===== src/rtl/pwm_sample_scheduler_if.sv =====
// Sample stream handshake between the upstream sample source and the scheduler.
interface pwm_sample_scheduler_if #(
  parameter int unsigned DUTY_WIDTH = 6
);
  logic                  valid;
  logic [DUTY_WIDTH-1:0] data;
  logic                  ready;

  modport master (output valid, output data, input ready);
  modport slave  (input valid, input data, output ready);
endinterface


===== src/rtl/pwm_sample_scheduler.sv =====
// Buffers PWM duty samples and hands one to the generator per PWM period,
// with start/stop sequencing and underrun substitution/statistics.
module pwm_sample_scheduler #(
  parameter int unsigned AM_PWM_STEPS         = 64,
  parameter int unsigned AM_CLKS_IN_PWM_STEPS = 4,
  parameter int unsigned DUTY_WIDTH           = 6,
  parameter int unsigned IDLE_DUTY            = AM_PWM_STEPS / 2
) (
  input  logic                     clk,
  input  logic                     rst,
  input  logic                     start,
  input  logic                     stop,
  input  logic                     clear_underrun,
  pwm_sample_scheduler_if.slave    sample,
  output logic                     pwm_enable,
  output logic [DUTY_WIDTH-1:0]    duty,
  output logic                     symbol,
  output logic                     busy,
  output logic                     underrun,
  output logic [15:0]              underrun_cnt
);

  localparam int unsigned CW = (AM_CLKS_IN_PWM_STEPS > 1) ? $clog2(AM_CLKS_IN_PWM_STEPS) : 1;
  localparam int unsigned SW = (AM_PWM_STEPS > 1) ? $clog2(AM_PWM_STEPS) : 1;
  localparam logic [CW-1:0] ClkLast  = CW'(AM_CLKS_IN_PWM_STEPS - 1);
  localparam logic [SW-1:0] StepLast = SW'(AM_PWM_STEPS - 1);
  localparam int unsigned   MaxDuty  = AM_PWM_STEPS - 1;
  localparam logic [DUTY_WIDTH-1:0] IdleDuty = DUTY_WIDTH'(IDLE_DUTY);
  localparam logic [DUTY_WIDTH-1:0] ClampDuty = DUTY_WIDTH'(MaxDuty);

  typedef enum logic [1:0] {StIdle, StPrime, StRun} state_e;

  state_e                state;
  logic [DUTY_WIDTH-1:0] buf_mem [2];
  logic                  wr_ptr;
  logic                  rd_ptr;
  logic [1:0]            count;
  logic [CW-1:0]         clk_cnt;
  logic [SW-1:0]         step_cnt;
  logic                  stop_pending;

  logic                  push;
  logic                  pop;
  logic                  boundary;
  logic                  ending;
  logic                  underrun_evt;
  logic [DUTY_WIDTH-1:0] push_data;

  assign sample.ready = (count < 2'd2);
  assign busy         = (state != StIdle);

  always_comb begin
    push         = sample.valid & sample.ready;
    push_data    = (32'(sample.data) > MaxDuty) ? ClampDuty : sample.data;
    boundary     = (state == StRun) && (clk_cnt == ClkLast) && (step_cnt == StepLast);
    // A stop arriving in the boundary cycle itself still ends this period.
    ending       = boundary && (stop_pending || stop);
    underrun_evt = boundary && !ending && (count == 2'd0);
    pop          = ((state == StPrime) && !stop && (count != 2'd0)) ||
                   (boundary && !ending && (count != 2'd0));
  end

  always_ff @(posedge clk or negedge rst) begin
    if (!rst) begin
      state        <= StIdle;
      buf_mem[0]   <= '0;
      buf_mem[1]   <= '0;
      wr_ptr       <= 1'b0;
      rd_ptr       <= 1'b0;
      count        <= 2'd0;
      clk_cnt      <= '0;
      step_cnt     <= '0;
      stop_pending <= 1'b0;
      pwm_enable   <= 1'b0;
      duty         <= IdleDuty;
      symbol       <= 1'b0;
      underrun     <= 1'b0;
      underrun_cnt <= 16'd0;
    end else begin
      symbol <= 1'b0;

      if (push) begin
        buf_mem[wr_ptr] <= push_data;
        wr_ptr          <= ~wr_ptr;
      end
      if (pop) rd_ptr <= ~rd_ptr;
      if (ending) begin
        count  <= 2'd0;
        wr_ptr <= 1'b0;
        rd_ptr <= 1'b0;
      end else begin
        count <= count + {1'b0, push} - {1'b0, pop};
      end

      unique case (state)
        StIdle: begin
          if (start && !stop) state <= StPrime;
        end
        StPrime: begin
          if (stop) begin
            state <= StIdle;
          end else if (count != 2'd0) begin
            state      <= StRun;
            duty       <= buf_mem[rd_ptr];
            pwm_enable <= 1'b1;
            symbol     <= 1'b1;
            clk_cnt    <= '0;
            step_cnt   <= '0;
          end
        end
        StRun: begin
          if (stop) stop_pending <= 1'b1;
          if (clk_cnt == ClkLast) begin
            clk_cnt  <= '0;
            step_cnt <= (step_cnt == StepLast) ? '0 : step_cnt + 1'b1;
          end else begin
            clk_cnt <= clk_cnt + 1'b1;
          end
          if (ending) begin
            state        <= StIdle;
            pwm_enable   <= 1'b0;
            duty         <= IdleDuty;
            stop_pending <= 1'b0;
          end else if (boundary) begin
            symbol <= 1'b1;
            duty   <= (count != 2'd0) ? buf_mem[rd_ptr] : IdleDuty;
          end
        end
        default: state <= StIdle;
      endcase

      // A clear coinciding with a new underrun leaves exactly that one event recorded.
      if (clear_underrun) begin
        underrun     <= underrun_evt;
        underrun_cnt <= {15'd0, underrun_evt};
      end else if (underrun_evt) begin
        underrun <= 1'b1;
        if (underrun_cnt != 16'hFFFF) underrun_cnt <= underrun_cnt + 16'd1;
      end
    end
  end

endmodule

===== src/flat_wrapper.sv =====
// flat-port wrapper written by rule: the top's interface ports become plain ports
module pwm_sample_scheduler_flat 
#(
  parameter int unsigned AM_PWM_STEPS         = 64,
  parameter int unsigned AM_CLKS_IN_PWM_STEPS = 4,
  parameter int unsigned DUTY_WIDTH           = 6,
  parameter int unsigned IDLE_DUTY            = AM_PWM_STEPS / 2
)
  (clk, rst, start, stop, clear_underrun, pwm_enable, duty, symbol, busy, underrun, underrun_cnt, sample_valid, sample_data, sample_ready);
  pwm_sample_scheduler_if #(.DUTY_WIDTH(DUTY_WIDTH)) sample_i ();
  input  logic clk;
  input  logic rst;
  input  logic start;
  input  logic stop;
  input  logic clear_underrun;
  output logic pwm_enable;
  output logic [DUTY_WIDTH-1:0] duty;
  output logic symbol;
  output logic busy;
  output logic underrun;
  output logic [15:0] underrun_cnt;
  input wire logic [$bits(sample_i.valid)-1:0] sample_valid;
  input wire logic [$bits(sample_i.data)-1:0] sample_data;
  output wire logic [$bits(sample_i.ready)-1:0] sample_ready;
  assign sample_i.valid = sample_valid;
  assign sample_i.data = sample_data;
  assign sample_ready = sample_i.ready;
  pwm_sample_scheduler #(.AM_PWM_STEPS(AM_PWM_STEPS), .AM_CLKS_IN_PWM_STEPS(AM_CLKS_IN_PWM_STEPS), .DUTY_WIDTH(DUTY_WIDTH), .IDLE_DUTY(IDLE_DUTY)) u_core (.clk(clk), .rst(rst), .start(start), .stop(stop), .clear_underrun(clear_underrun), .sample(sample_i), .pwm_enable(pwm_enable), .duty(duty), .symbol(symbol), .busy(busy), .underrun(underrun), .underrun_cnt(underrun_cnt));
endmodule

===== config.mk =====
export PLATFORM = sky130hd
export DESIGN_NAME = pwm_sample_scheduler_flat
export DESIGN_NICKNAME = d
export VERILOG_FILES = /design/src/rtl/pwm_sample_scheduler_if.sv /design/src/rtl/pwm_sample_scheduler.sv /design/src/flat_wrapper.sv
export SDC_FILE = /design/constraint.sdc
export NUM_CORES = 1
export LEC_CHECK = 0
export CAP_MARGIN = 20
export CELL_PAD_IN_SITES_DETAIL_PLACEMENT = 1
export CELL_PAD_IN_SITES_GLOBAL_PLACEMENT = 2
export CORE_ASPECT_RATIO = 2
export CORE_UTILIZATION = 34
export CTS_BUF_LIST = sky130_fd_sc_hd__clkbuf_8 sky130_fd_sc_hd__clkbuf_16
export CTS_CLUSTER_SIZE = 20
export DETAILED_ROUTE_END_ITERATION = 10
export GPL_TIMING_DRIVEN = 0
export HOLD_SLACK_MARGIN = 0.05
export PLACE_DENSITY = 0.86
export SLEW_MARGIN = 20
export SYNTH_ARGS = -nofsm -noshare
export SYNTH_HDL_FRONTEND = slang
export SYNTH_SLANG_ARGS = --single-unit

===== constraint.sdc =====
create_clock -name clk -period 2.7 [get_ports clk]
set_clock_uncertainty 0.15 [all_clocks]
set_input_delay 0.54 -clock clk [delete_from_list [all_inputs] [get_ports clk]]
set_output_delay 0.54 -clock clk [all_outputs]
set_load 0.01 [all_outputs]

After elaboration in Yosys (flattened, before gate mapping)
Index checks and enable logic that the tools add are counted.

Output and inout bits: 27. Bits in registers: 52. Word-level logic and storage cells: 118. Bits of input ports: 12.

Add/subtract/negate cells: 5. Bitwise logic cells: 5. Equality and inequality tests: 12. Magnitude comparators: 4. Reductions and logical operators: 31. Mux-type cells: 47.

Operators with widths (count): 6-bit two-way mux (13); 16-bit two-way mux (3); 6-bit case mux with 2 select lines (2); 16-bit by 1-bit adder with 16-bit output (second input constant) (1); 2-bit two-way mux (8); 16-bit inequality test (second input constant) (1); 2-bit nonzero test (8); 1-bit two-way mux (15); 12-bit bitwise mux (1); 4-bit AND reduction (3); 1-bit logical AND (10); 6-bit by 1-bit adder with 6-bit output (second input constant) (1); 6-bit demux with 1-bit select (1); 6-bit equality test (second input constant) (1); 2-bit inequality test (second input constant) (3); 2-bit case mux with 3 select lines (1); 3-bit AND reduction (2); 2-bit equality test (second input constant) (2); 2-bit >= comparator (second input constant) (2); 2-bit zero test (2); 2-bit by 1-bit inequality test with 1-bit output (second input constant) (2); 1-bit NOT with 2-bit output (2); 1-bit case mux with 2 select lines (2); 2-bit case mux with 2 select lines (1); 13 further kinds (17).

Longest topological paths before layout
Gate-level depths: netlist of the first run.

Depth in word-level cells: 10. Gate-level depth with buffers: 13. Depth with buffers taken out: 13.

Worst setup path after synthesis of the first run
OpenSTA, ideal clock, no wires.

Kind: flip-flop to flip-flop. Start point: reg u_core.state[0]. End point: reg u_core.count[1]. Clock period less this slack: 2391 ps. Slack: 309 ps. Data arrival time: 2115 ps. Library setup time: 126 ps. Path buffers: 0. Data required time: 2424 ps. Stages on the path, launching flop included: 14. Cell sequence: dfrtp_1 inv_1 ha_1 nand4_1 or2_2 nor2_1 nor2_1 nor2_1 ha_1 inv_1 ha_1 xnor2_1 xnor2_1 nor2_1.

Longest elaborated chain between the ends: 10. Elaborated cells between the ends (all ways): 13. Those cells by class: add/sub: 1; eq/ne: 2; mux: 1; reduce/logical: 9.

RTL lines: start: declaration (line pwm_sample_scheduler.sv:33) `state_e state;`; start signal: assignment (line pwm_sample_scheduler.sv:65) `state <= StIdle;`; start signal: assignment (line pwm_sample_scheduler.sv:97) `if (start && !stop) state <= StPrime;`; start signal: assignment (line pwm_sample_scheduler.sv:101) `state <= StIdle;`; 2-bit equality test (line pwm_sample_scheduler.sv:55) `boundary = (state == StRun) && (clk_cnt == ClkLast) && (step_cnt == StepLast);`; 1-bit logical AND (2 in series) (line pwm_sample_scheduler.sv:55); 1-bit logical AND (line pwm_sample_scheduler.sv:57) `ending = boundary && (stop_pending || stop);`; 1-bit zero test (line pwm_sample_scheduler.sv:60) `(boundary && !ending && (count != 2'd0));`; 1-bit logical AND (2 in series) (line pwm_sample_scheduler.sv:60); 1-bit logical OR (line pwm_sample_scheduler.sv:59) `pop = ((state == StPrime) && !stop && (count != 2'd0)) ||`; 2-bit by 1-bit subtractor with 2-bit output (line pwm_sample_scheduler.sv:92) `count <= count + {1'b0, push} - {1'b0, pop};`; 2-bit two-way mux * (line pwm_sample_scheduler.sv:87) `if (ending) begin`; end signal: assignment (line pwm_sample_scheduler.sv:92); end: declaration (line pwm_sample_scheduler.sv:37) `logic [1:0] count;`.

Mark *: on every way between the ends. The rest lies on a longest branch, timed or not. A chain may end at the register's enable or synchronous reset.

Worst setup path in the final report of the first run
Start point: in stop. End point: reg u_core.underrun_cnt[12].

Longest elaborated chain between the ends: 7.

RTL lines: start: declaration (line flat_wrapper.sv:14) `input logic stop;`; 1-bit logical OR (line pwm_sample_scheduler.sv:57); 1-bit logical AND (line pwm_sample_scheduler.sv:57); 1-bit zero test (line pwm_sample_scheduler.sv:58) `underrun_evt = boundary && !ending && (count == 2'd0);`; 1-bit logical AND (2 in series) (line pwm_sample_scheduler.sv:58); 2-bit nonzero test (no source line); 2-bit AND reduction (no source line); end signal: assignment (line pwm_sample_scheduler.sv:135) `underrun_cnt <= {15'd0, underrun_evt};`; end signal: assignment (line pwm_sample_scheduler.sv:138) `if (underrun_cnt != 16'hFFFF) underrun_cnt <= underrun_cnt + 16'd1;`; end: declaration (line pwm_sample_scheduler.sv:20) `output logic [15:0] underrun_cnt`.

No other way between the ends.

==> out/qor.yml, run 1 <==
powerDensity_nw_per_um2: 832
cts_root_buf: "clkbuf_16"
synth_warnings: 0
place_ws_ns: -0.211
vias_per_cell: 5.37
setup_violations: 0
worstMarginPinSlew_ns: 0.666
h-tree-depth: 2
ff2ff_path_depth: 7
maxSlewHeadroom_pct: 55.6
syn-num-nets: 283
gp_congestion: 0.761
worstPathRequired_ns: 2.71
p_leak_nw: 1.33
cts_buffers: 5
dr_wl_met3_um: 193
final_area_um2: 3340
ir_drop_v: 0.000563
drc: 0
fillerInstances: 849
crit_chain: "clkdlybuf4s50_1, or4_4, or3_1, buf_6, nor4_2, xnor2_1, nor2_1"
slew_viol_final: 0
synth_top_area_cell: "dfrtp_1"
yosysSeqAreaShare_pct: 48.6
wl_met1_um: 2350
grt_pass1_vias: 2343
p_sw_uw: 946
wl_per_cell_um: 16.8
fin_crit_sh_pct: 95.0
met2_length_um: 4020
synth_cells: 263
synth-edff-count: 0
overflow: 0
start_kind: "input port"
grtUsageTotal_pct: 18.4
crit_slowest_cell: "clkdlybuf4s50_1"
synth_top_flop_cell: "dfrtp_1"
pwr-share-clk_pct: 22.6
seqPwrFrac_pct: 42.0
layout.nets: 328
drive_above_1_share_pct: 11.3
cp.arrival_ns: 2.58
vias: 2163
detail_route.first_pass.iterations: 4
die_h_um: 128
syn-cell-area_um2: 2680
cts_sinks: 52
dpl.hpwl_um: 5190
cts_hold_buf: 0
hold_class: "in2async"
core_um2: 7600
r2r_slack_ns: 0.18
multi_input_area_um2: 1310
post_dp_cell_area_um2: 3170
reg2reg_from: "u_core.underrun_cnt[0]"
worstSetupPathType: "in2reg"
r2r_end: "u_core.underrun_cnt[1]"
clk_pin_slew_ns: 0.07
swShare_pct: 34.1
status: "finished, final reports clean"
cp_top_family: "simple AND/OR/NAND/NOR gates"
dieArea_um2: 8270
regArea_um2: 1300
p_comb_share_pct: 35.4
syn2layout_area_growth_pct: 24.4
antenna_cells: 0
antenna_left: 0
period_minus_slack_ns: 2.57
setup-tns-final_ns: 0
end_kind: "register"
io_pins: 39
async_reset_ff_share_pct: 100
wirelength_um: 6780
synth_cell_type_count: 44
synth.area.top_cells: "dfrtp_1 48%, mux2_2 5.5%, mux2i_1 4.9%, nor2_1 4.2%, ha_1 3.7%"
highest_layer: "met4"
synth_common_cells: "51 x dfrtp_1, 30 x nor2_1, 18 x nand2_1"
cts_tree: "done"
synth_seq_cells: 52
grt_start_max_net_pins: 53
fin_util_pct: 43.9
grt_pass1_wl_um: 11500
placementRows: 45
portBuffers: 37
drt-initial-drc-count: 60
crit_buf_inv: 2
antenna_found_initial: 0
ctsLongestPathBuffers: 2
cp_max_fo: 7
insertion_delay_ns: 0.30
cap_violations: 0
synth.avg_cell_area_um2: 10.2
yosysTopAreaCellShare_pct: 47.6
setup_ws_ns: 0.134
start_util_pct: 35.3
synth.most_common_cell: "dfrtp_1"
max_freq_mhz: 390
die_x_um: 64.8
p_int_mw: 1.83
finalHoldViolCount: 0
rsz0062_at_grt: "no"
cp.depth: 7
max_stage_delay_ns: 0.51
[worst max path at each step]
stage | endpoint | from
after floorplan | u_core.count[1] | u_core.state[0]
after global placement | u_core.buf_mem[4] | rst
after detailed placement | u_core.underrun_cnt[7] | stop
after CTS | u_core.count[1] | u_core.step_cnt[0]
after global routing | u_core.underrun_cnt[1] | u_core.underrun_cnt[0]
final | u_core.underrun_cnt[12] | stop
[per-stage QoR]
step | cells | power, mW | hold WS [ns]
final | 403 | 2.77 | 0.128
after CTS | 403 | 2.83 | 0.146
after floorplan | 263 | 1.80 | 0.0944
after global placement | 394 | 2.13 | 0.301
after global routing | 403 | 2.98 | 0.180
after detailed placement | 394 | 2.19 | 0.311
[layout by cell type, fill, tap and decap left out, drive strengths merged, types with 2 or more instances in the layout]
cell / instances
buf: 4
nand4: 11
and3: 2
mux2: 13
nand2b: 3
o31ai: 3
nor2: 30
o21ai: 9
clkbuf: 11
nor3: 6
nor2b: 3
dfrtp: 51
or3: 4
o2bb2ai: 5
a21oi: 8
xnor2: 8
a21o: 3
ha: 8
or2: 4
or4: 3
a311oi: 2
nand2: 18
a22o: 2
xor2: 3
and2: 2
clkdlybuf4s50: 36
nand3: 12
mux2i: 13
nand3b: 2
nor4: 4
inv: 15
[flip-flops by register name, indices dropped and copies added (netlist names), 2 cells and up]
signal / cells
u_core.duty: 6
u_core.state: 2
u_core.buf_mem: 12
u_core.underrun_cnt: 16
u_core.step_cnt: 6
u_core.clk_cnt: 2
u_core.count: 2
[power by group through the flow]
stage | combinational, mW | clock [mW] | sequential (mW)
2_1_floorplan | 0.646 | 0 | 1.16
3_3_place_gp | 0.965 | 0 | 1.16
3_5_place_dp | 1.01 | 0 | 1.18
4_1_cts | 1.01 | 0.654 | 1.17
5_1_grt | 1.10 | 0.682 | 1.19
6_report | 0.981 | 0.628 | 1.17
[cells by family (layout without fill, tap and decap cells)]
| group | after synthesis | after routing | synth area share [%] |
|---|---|---|---|
| and+or+nand+nor | 105 | 105 | 20.6 |
| DFF | 52 | 52 | 48.6 |
| AOI/OAI and AO/OA | 39 | 39 | 9.80 |
| muxes | 26 | 26 | 10.3 |
| buffers and inverters | 22 | 68 | 3.36 |
| xor gates and xnor gates | 11 | 11 | 3.59 |
| adders and majority gates | 8 | 8 | 3.73 |
[area by class of cell]
cell class,count,area share [%]
clock buffers,5,3.75
repair buffers,38,11.3
inverters,14,1.58
plain buffers,8,1.13
clock inverters,3,0.600
multi-input cells,189,39.1
flip-flops and latches,52,39.0
well taps,94,3.53
[layer usage]
metal | up-vias | GRT usage [%]
li1 | 1022 | -
met3 | 14 | 3.30
met4 | 0 | 8.37
met1 | 1079 | 18.2
met5 | - | 0
met2 | 48 | 35.5
[what timing repair did]
item,in CTS,in global routing
gates resized for setup,0,4
hold endpoints to repair,0,0
pin swaps,1,0
setup buffers,1,0
endpoints found under the setup margin,1,2
Power figures use the tool's default switching activity.
==> run 2, diff against run 1 <==
- CTS_CLUSTER_DIAMETER: default -> 150
==> results of run 2 <==
Final layout, timing and power as in run 1 (identical DEF).
